[config.mk]
export PLATFORM = sky130hd
export DESIGN_NAME = mfp_eic_priority_scheduler
export DESIGN_NICKNAME = d
export VERILOG_FILES = /design/src/rtl/mfp_eic_priority_scheduler_pkg.sv /design/src/rtl/mfp_eic_prio_select.sv /design/src/rtl/mfp_eic_priority_scheduler.sv
export SDC_FILE = /design/constraint.sdc
export NUM_CORES = 1
export LEC_CHECK = 0
export ABC_AREA = 0
export CORE_UTILIZATION = 35
export DETAILED_ROUTE_END_ITERATION = 8
export PLACE_DENSITY_LB_ADDON = 0.25
export SYNTH_ARGS = -nofsm -noshare
export SYNTH_HDL_FRONTEND = slang
export SYNTH_HIERARCHICAL = 1
export SYNTH_SLANG_ARGS = --single-unit
[constraint.sdc]
create_clock -name CLK -period 13.56 [get_ports CLK]
set_clock_uncertainty 0.15 [all_clocks]
set_input_delay 2.034 -clock CLK [delete_from_list [all_inputs] [get_ports CLK]]
set_output_delay 2.034 -clock CLK [all_outputs]
set_load 0.02 [all_outputs]
[src/rtl/mfp_eic_priority_scheduler_pkg.sv]
// Shared types and constants for the EIC priority scheduler slice.
package mfp_eic_priority_scheduler_pkg;

  localparam int unsigned EIC_PRIO_WIDTH = 3;
  localparam int unsigned EIC_CH_W       = 6;
  localparam int unsigned EIC_INT_W      = 8;
  localparam int unsigned EIC_OFF_W      = 17;
  localparam int unsigned EIC_SS_W       = 4;

  typedef enum logic [1:0] {
    ST_IDLE   = 2'd0,
    ST_REQ    = 2'd1,
    ST_ACK    = 2'd2,
    ST_SETTLE = 2'd3
  } sched_state_e;

  // Vector offset in 2-byte units; wraps silently at 17 bits.
  function automatic logic [EIC_OFF_W-1:0] eic_offset(input logic [EIC_OFF_W-1:0] base,
                                                      input logic [EIC_CH_W-1:0]  ch,
                                                      input int unsigned          shift);
    return base + (EIC_OFF_W'(ch) << shift);
  endfunction

endpackage

[src/rtl/mfp_eic_prio_select.sv]
// Combinational winner pick: highest level among eligible channels, ties resolved
// by scanning upward from rr_ptr with wrap-around.
module mfp_eic_prio_select
  import mfp_eic_priority_scheduler_pkg::*;
#(
  parameter int unsigned CHANNELS   = 8,
  parameter int unsigned PRIO_WIDTH = EIC_PRIO_WIDTH
) (
  input  logic [CHANNELS-1:0]            eligible,
  input  logic [CHANNELS*PRIO_WIDTH-1:0] prio,
  input  logic [EIC_CH_W-1:0]            rr_ptr,
  output logic                           found,
  output logic [EIC_CH_W-1:0]            channel,
  output logic [PRIO_WIDTH-1:0]          level
);

  localparam int unsigned IDX_W = (CHANNELS > 1) ? $clog2(CHANNELS) : 1;
  localparam int unsigned POS_W = EIC_CH_W + 1;

  logic [PRIO_WIDTH-1:0] prio_arr [CHANNELS];
  logic [POS_W-1:0]      pos;
  logic [IDX_W-1:0]      idx;

  for (genvar g = 0; g < CHANNELS; g++) begin : g_unpack
    assign prio_arr[g] = prio[g*PRIO_WIDTH +: PRIO_WIDTH];
  end

  // Scan in rotated order; strict '>' keeps the first maximum seen from rr_ptr.
  always_comb begin
    found   = 1'b0;
    channel = '0;
    level   = '0;
    pos     = '0;
    idx     = '0;
    for (int k = 0; k < CHANNELS; k++) begin
      pos = POS_W'(rr_ptr) + POS_W'(k);
      if (pos >= POS_W'(CHANNELS)) pos = pos - POS_W'(CHANNELS);
      idx = IDX_W'(pos);
      if (eligible[idx] && (!found || (prio_arr[idx] > level))) begin
        found   = 1'b1;
        channel = EIC_CH_W'(idx);
        level   = prio_arr[idx];
      end
    end
  end

endmodule

[src/rtl/mfp_eic_priority_scheduler.sv]
// EIC request scheduler: presents the winning channel to the CPU, runs the IAck
// handshake and pulses a one-hot clear back to the pending-register core.
module mfp_eic_priority_scheduler
  import mfp_eic_priority_scheduler_pkg::*;
#(
  parameter int unsigned           CHANNELS     = 8,
  parameter int unsigned           PRIO_WIDTH   = EIC_PRIO_WIDTH,
  parameter logic [EIC_OFF_W-1:0]  OFFSET_BASE  = 17'h100,
  parameter int unsigned           OFFSET_SHIFT = 4
) (
  input  logic                           CLK,
  input  logic                           RESETn,
  input  logic                           sched_enable,
  input  logic [CHANNELS-1:0]            pending,
  input  logic [CHANNELS-1:0]            mask,
  input  logic [CHANNELS*PRIO_WIDTH-1:0] prio,
  output logic [CHANNELS-1:0]            clear,
  output logic                           active_valid,
  output logic [EIC_CH_W-1:0]            active_channel,
  output logic [EIC_INT_W-1:0]           EIC_Interrupt,
  output logic [EIC_CH_W-1:0]            EIC_Vector,
  output logic [17:1]                    EIC_Offset,
  output logic [EIC_SS_W-1:0]            EIC_ShadowSet,
  output logic                           EIC_Present,
  input  logic                           EIC_IAck
);

  localparam int unsigned IDX_W = (CHANNELS > 1) ? $clog2(CHANNELS) : 1;

  sched_state_e              state_q, state_d;
  logic [EIC_CH_W-1:0]       rr_ptr_q, rr_ptr_d;
  logic [EIC_CH_W-1:0]       lat_ch_q, lat_ch_d;
  logic [PRIO_WIDTH-1:0]     lat_lvl_q, lat_lvl_d;
  logic [CHANNELS-1:0]       eligible;
  logic                      lat_eligible;
  logic                      sel_found;
  logic [EIC_CH_W-1:0]       sel_ch;
  logic [PRIO_WIDTH-1:0]     sel_lvl;
  logic                      present_d;
  logic [CHANNELS-1:0]       clear_d;

  for (genvar g = 0; g < CHANNELS; g++) begin : g_elig
    assign eligible[g] = pending[g] & mask[g] & (|prio[g*PRIO_WIDTH +: PRIO_WIDTH]) & sched_enable;
  end

  assign lat_eligible = eligible[IDX_W'(lat_ch_q)];

  mfp_eic_prio_select #(
    .CHANNELS   (CHANNELS),
    .PRIO_WIDTH (PRIO_WIDTH)
  ) u_select (
    .eligible (eligible),
    .prio     (prio),
    .rr_ptr   (rr_ptr_q),
    .found    (sel_found),
    .channel  (sel_ch),
    .level    (sel_lvl)
  );

  // Next-state and latched-winner logic; IAck in REQ takes precedence over reselection.
  always_comb begin
    state_d   = state_q;
    rr_ptr_d  = rr_ptr_q;
    lat_ch_d  = lat_ch_q;
    lat_lvl_d = lat_lvl_q;
    unique case (state_q)
      ST_IDLE: begin
        if (sel_found) begin
          state_d   = ST_REQ;
          lat_ch_d  = sel_ch;
          lat_lvl_d = sel_lvl;
        end
      end
      ST_REQ: begin
        if (EIC_IAck) begin
          state_d = ST_ACK;
        end else if (!sel_found) begin
          state_d = ST_IDLE;
        end else if (!lat_eligible || (sel_lvl != lat_lvl_q)) begin
          lat_ch_d  = sel_ch;
          lat_lvl_d = sel_lvl;
        end
      end
      ST_ACK: begin
        state_d  = ST_SETTLE;
        rr_ptr_d = (lat_ch_q == EIC_CH_W'(CHANNELS - 1)) ? '0 : lat_ch_q + EIC_CH_W'(1);
      end
      ST_SETTLE: begin
        state_d = ST_IDLE;
      end
      default: begin
        state_d = ST_IDLE;
      end
    endcase

    present_d = (state_d == ST_REQ);
    clear_d   = '0;
    for (int i = 0; i < CHANNELS; i++) begin
      clear_d[i] = (state_d == ST_ACK) && (lat_ch_d == EIC_CH_W'(i));
    end
  end

  // State plus every CPU-facing output registered from the next-state view.
  always_ff @(posedge CLK) begin
    if (!RESETn) begin
      state_q        <= ST_IDLE;
      rr_ptr_q       <= '0;
      lat_ch_q       <= '0;
      lat_lvl_q      <= '0;
      clear          <= '0;
      active_valid   <= 1'b0;
      active_channel <= '0;
      EIC_Interrupt  <= '0;
      EIC_Vector     <= '0;
      EIC_Offset     <= '0;
    end else begin
      state_q        <= state_d;
      rr_ptr_q       <= rr_ptr_d;
      lat_ch_q       <= lat_ch_d;
      lat_lvl_q      <= lat_lvl_d;
      clear          <= clear_d;
      active_valid   <= present_d;
      active_channel <= present_d ? lat_ch_d : '0;
      EIC_Interrupt  <= present_d ? EIC_INT_W'(lat_lvl_d) : '0;
      EIC_Vector     <= present_d ? lat_ch_d : '0;
      EIC_Offset     <= present_d ? eic_offset(OFFSET_BASE, lat_ch_d, OFFSET_SHIFT) : '0;
    end
  end

  assign EIC_ShadowSet = '0;
  assign EIC_Present   = 1'b1;

endmodule
; Yosys cells after proc, flatten, opt, wreduce, memory -nomap -nowiden
; Cells that the tools add are included.
[totals]
ff_bits = 57
inputBits = 44
wordCells = 236
output_inout_bits = 51
[op_classes]
n_bitwise = 32
addsub = 17
n_mux = 89
magnitude_cmp = 32
eq_ne = 14
n_reduce_logical = 42
[op_table]
columns = op, count
row1 = $mux W3, 44
row2 = $bmux W3 S3, 8
row3 = $ge A7 B4 Y1 const B, 7
row4 = $lt A3 B4 Y1 const B, 9
row5 = $ge A4 B4 Y1 const B, 8
row6 = $not A3 Y4, 8
row7 = $eq A6 B3 Y1 const B, 5
row8 = $mux W6, 5
row9 = $add A6 B3 Y7 const B, 4
row10 = $bmux W1 S3, 9
row11 = $and A1 B1 Y1, 24
row12 = $reduce_or A3 Y1, 8
row13 = $sub A3 B1 Y3 const B, 8
row14 = $gt A3 B3 Y1, 7
row15 = $mux W1, 17
row16 = $logic_and A1 B1 Y1, 15
row17 = $add A6 B2 Y7 const B, 2
row18 = $eq A6 B2 Y1 const B, 2
row19 = $pmux W6 S2, 1
row20 = $add A9 B10 Y11 const A, 1
row21 = $logic_not A1 Y1, 8
row22 = $logic_or A1 B1 Y1, 8
row23 = $pmux W2 S4, 1
row24 = $add A6 B1 Y7 const B, 1
row25 = other kinds (11), 16

; Longest topological paths before layout
[logic_depth]
depth_word = 43
mapped_depth = 79
ltp_nobuf = 70

; Hierarchy
; The synthesis kept the hierarchy.
[modules_own_cells]
columns = module, cells_each, n_inst, area_per_inst_um2, seq_area_each_um2
row1 = mfp_eic_prio_select, 289, 1, 2636.3, 0.0
row2 = mfp_eic_priority_scheduler, 249, 1, 2103.3, 760.7

; Worst setup path before layout
; No wires, ideal clock.
[synth_path]
path_kind = input port to flip-flop
from = input prio[19]
to = register clear[4]
path_slack_ns = -0.342
arrival_time_ns = 13.674
stages = 65
setup_time_ns = 0.078
path_cell_list = or3_1 and2_1 mux4_2 nand3_1 o21a_1 ha_1 nor2b_1 o21ai_0 a32oi_1 o21ai_2 mux2i_1 ha_1 nor2b_1 o21ai_0 a32oi_1 o21bai_1 o21ai_0 ha_1 [29 not listed] ha_1 a21o_1 a21oi_1 a31oi_1 a31o_2 nor2b_1 or3_1 o21a_1 xnor2_1 and4_1 o2111a_1 a32oi_1 and2_1 ha_1 nand2_1 nor4_1 nand2_1 nor3_1
[synth_via]
elab_chain_len = 42
elab_cells_between_ends = 112
[synth_rtl]
columns = element, line_no
row1 = "start, declared", mfp_eic_priority_scheduler.sv:16  ; input logic [CHANNELS*PRIO_WIDTH-1:0] prio,
row2 = $reduce_or A3 Y1 (*), mfp_eic_priority_scheduler.sv:43  ; assign eligible[g] = pending[g] & mask[g] & (|prio[g*PRIO_WIDTH +: PRIO_WIDTH]) & sched_enable;
row3 = $and A1 B1 Y1 (*) (2 in series), mfp_eic_priority_scheduler.sv:43
row4 = named net eligible[6], mfp_eic_priority_scheduler.sv:34  ; logic [CHANNELS-1:0] eligible;
row5 = $bmux W1 S3, mfp_eic_prio_select.sv:39  ; if (eligible[idx] && (!found || (prio_arr[idx] > level))) begin
row6 = $mux W1 (implied by the code), mfp_eic_prio_select.sv:39
row7 = $mux W3 / $mux W1 (equally long branches), mfp_eic_prio_select.sv:39
row8 = $gt A3 B3 Y1 / $logic_not A1 Y1 (equally long branches), mfp_eic_prio_select.sv:39
row9 = $logic_or A1 B1 Y1, mfp_eic_prio_select.sv:39
row10 = [26 not listed], n/a
row11 = named net sel_lvl[1], mfp_eic_priority_scheduler.sv:38  ; logic [PRIO_WIDTH-1:0] sel_lvl;
row12 = $ne A3 B3 Y1 (*), mfp_eic_priority_scheduler.sv:79  ; end else if (!lat_eligible || (sel_lvl != lat_lvl_q)) begin
row13 = $logic_or A1 B1 Y1 (*), mfp_eic_priority_scheduler.sv:79
row14 = $mux W6 (*), mfp_eic_priority_scheduler.sv:79
row15 = $mux W6 (*), mfp_eic_priority_scheduler.sv:77  ; end else if (!sel_found) begin
row16 = $mux W6 (*), mfp_eic_priority_scheduler.sv:75  ; if (EIC_IAck) begin
row17 = $pmux W6 S2 (*), mfp_eic_priority_scheduler.sv:66  ; unique case (state_q)
row18 = $eq A6 B3 Y1 (*), mfp_eic_priority_scheduler.sv:99  ; clear_d[i] = (state_d == ST_ACK) && (lat_ch_d == EIC_CH_W'(i));
row19 = $logic_and A1 B1 Y1 (*), mfp_eic_priority_scheduler.sv:99
row20 = "end signal, assigned", mfp_eic_priority_scheduler.sv:121  ; clear <= clear_d;
row21 = "end, declared", mfp_eic_priority_scheduler.sv:17  ; output logic [CHANNELS-1:0] clear,
; The timed path passes the listed nets; every way through them passes the cells marked *. The select of a mux whose other input is x is not followed.
; A chain may end at the register's enable or synchronous reset.

; Worst setup path after layout
; Ends and elaborated chain as after synthesis.

==> flow_metrics.py <==
metrics = {
    "setup_path": {
        "r2r_cells": 67,
        "start_kind": "input port",
        "crit_path_frequent_cell": "o21ai_2",
        "critical_path_class": "in -> reg",
        "cpPeakStageDelay_ns": 0.51,
        "startpoint": "prio[19]",
        "required_ns": 13.61,
        "cp_slowest_cell": "mux4_2",
        "r2r_end": "clear[4]",
        "crit_end": "clear[4]",
        "cp-end-kind": "register",
        "worstReg2RegStart": "rr_ptr_q[1]",
        "cp.arrival_ns": 14.16,
        "crit_fanout": 5,
        "r2r_slack_ns": 0.58,
    },
    "place": {
        "dpl.hpwl_microns": 11700,
        "gp_congestion": 0.933,
        "port_buffers": 74,
        "placed_cells": 836,
    },
    "sta": {
        "fin_ws_ns": -0.547,
        "relSlewSlack": 0.259,
        "tightest_slew_ns": 1.10,
        "rsz0062_at_grt": "yes",
        "drv_slew": 0,
        "finalHoldViolations": 0,
        "hold_slack_ns": 0.372,
        "fin_crit_ns": 14.11,
        "tns_ns": -9.02,
        "fmax_mhz": 70.9,
        "fin_crit_sh": 1.04,
        "finalSetupViolations": 25,
    },
    "global_routing": {
        "grt_max_degree": 37,
        "grt.overflow.total": 0,
        "grt_pass1_vias": 4689,
        "grt_use_met3": 0.0348,
        "grt.met2_usage": 0.377,
        "antenna_found_initial": 0,
        "grtUsageTotal": 0.222,
        "grt_first_pass_wirelength_microns": 23600,
        "grt.busiest_layer": "met2",
        "grt_use_met1": 0.297,
    },
    "clock_tree": {
        "numCtsBuffers": 5,
        "clockRootBuffer": "clkbuf_16",
        "path_clk_slew_ns": 0.05,
        "cts_hold_buf": 0,
        "cts_tree": "yes",
        "htreeDepth": 2,
        "cts_max_path_buffers": 2,
        "clock_latency_ns": 0.28,
        "clock-sinks": 35,
    },
    "pwr": {
        "clkPwrFrac": 0.099,
        "p_seq_frac": 0.134,
        "power_density_nw_per_um2": 168,
        "p_int_mw": 0.680,
        "pwr-share-comb": 0.767,
        "vdd_drop_max_mv": 0.0627,
        "p_switching_mw": 0.540,
        "p_total_mw": 1.22,
        "swShare": 0.442,
        "leakage_nw": 3.13,
    },
    "yosys": {
        "synth_cells": 521,
        "yosys_warnings": 6,
        "syn-cell-area_sq_um": 4600,
        "avgSynthCellArea_sq_um": 8.82,
    },
    "drt": {
        "num_vias": 4977,
        "first_pass_iters": 4,
        "viasPerCell": 5.57,
        "wirelength_microns": 16200,
        "avgRoutedWirePerCell_microns": 18.2,
        "antenna_left": 0,
        "drcViolationCount": 0,
        "drtIter0Drc": 413,
    },
    "floorplan": {
        "core-area_sq_um": 12700,
        "pin_count": 95,
        "dieArea_sq_um": 13600,
        "die_h_microns": 117,
        "initial_core_util": 0.361,
        "num_rows": 41,
        "die_x_microns": 117,
    },
    "finish": {
        "synthToLayoutAreaGrowth_pct": 57.9,
        "finalNonFillerCells": 894,
        "final_core_util": 0.570,
        "drive_gt1_frac": 0.468,
        "n_antenna_cell": 0,
        "nets": 791,
    },
    "status": {
        "status": "finished, violations left",
        "violations": "negative setup slack",
    },
    "min_path": {
        "hold_class": "reg -> reg",
    },
    "job": {
        "cap_viol_max_count": 0,
    },
}
[stage by stage]
step,instance area [sq um],setup slack (ns)
floorplan,4680,0.00484
global placement,6050,-1.01
CTS,6490,-0.535
global route,7250,-1.04
detailed placement,6050,-1.36
finish,7250,-0.547
[repair_timing]
| action | CTS | global route |
|---|---|---|
| cloned | 0 | 0 |
| resized for setup | 31 | 156 |
| pin swaps | 22 | 77 |
| setup buffers | 23 | 31 |
| setup endpoints to repair | 25 | 27 |
[layout by cell type, fill, tap and decap left out, types with 4 or more instances in the layout]
master             n
nor2_2             6
nand2_2            6
clkbuf_16          5
nor2b_1            6
nor2b_4            7
nor2_4             4
o21ai_0           13
o21ai_2           11
mux4_2            33
nor3_2             7
dfxtp_1           34
nand2b_1           9
mux2i_1           21
o211ai_1           8
o21a_1            10
ha_4               5
mux2_2            15
buf_4            146
nand2_1           28
a211oi_1           5
buf_6             12
and2_4             9
and3_4             4
clkdlybuf4s50_1   43
ha_1              18
and2_1             7
a21oi_2            5
a21oi_1           14
dlymetal6s2s_1    26
nor2_1            29
a31oi_1            5
conb_1            23
a21o_1             4
or3_4              5
inv_1             17
nand3_1           21
[worst min-delay path by stage]
| stage | startpoint | to | slack (ns) | cells past startpoint |
|---|---|---|---|---|
| 2_1_floorplan | lat_lvl_q[0] | lat_lvl_q[0] | 0.34 | 1 |
| 3_3_place_gp | lat_lvl_q[1] | lat_lvl_q[1] | 0.35 | 1 |
| 3_5_place_dp | lat_lvl_q[1] | lat_lvl_q[1] | 0.36 | 1 |
| 4_1_cts | lat_lvl_q[1] | lat_lvl_q[1] | 0.37 | 1 |
| 5_1_grt | lat_lvl_q[0] | lat_lvl_q[0] | 0.41 | 1 |
| 6_report | lat_lvl_q[0] | lat_lvl_q[0] | 0.37 | 1 |
[cell type report]
type                    instances  area (sq um)
multi-input cells             430          4100
repair buffers                231          2020
clock buffers                   8           156
flip-flops and latches         35           702
fillers                      1131          5470
inverters                      18          67.6
well taps                     172           215
[power by group through the flow]
stage / Combinational, mW / Sequential, mW / Clock [mW]
after CTS: 0.743 / 0.159 / 0.120
after floorplan: 0.457 / 0.160 / 0
after detailed placement: 0.677 / 0.161 / 0
after global placement: 0.660 / 0.160 / 0
final: 0.936 / 0.164 / 0.121
after global routing: 1.00 / 0.167 / 0.126
[sequential cells by signal, indices dropped and copies added, names as in the netlist]
signal,flops
clear,8
EIC_Vector,6
lat_ch_q,6
EIC_Interrupt,3
EIC_Offset,3
lat_lvl_q,3
rr_ptr_q,3
state_q,2
active_valid,1
[critical path: cells and delay by family]
family	cells	cell delay (ns)
xor+xnor	1	0.16
mux	2	0.80
compound gates	30	4.82
fa+ha+maj	8	1.93
simple gates	25	3.98
buf+inv	3	0.44
[routing by layer]
metal,vias up,wire (microns),share of wire
met2,197,8100,0.50
met4,0,361,0.022
met3,32,907,0.056
met5,-,0,0
li1,2313,-,-
met1,2435,6870,0.42
Power figures use the tool's default switching activity.
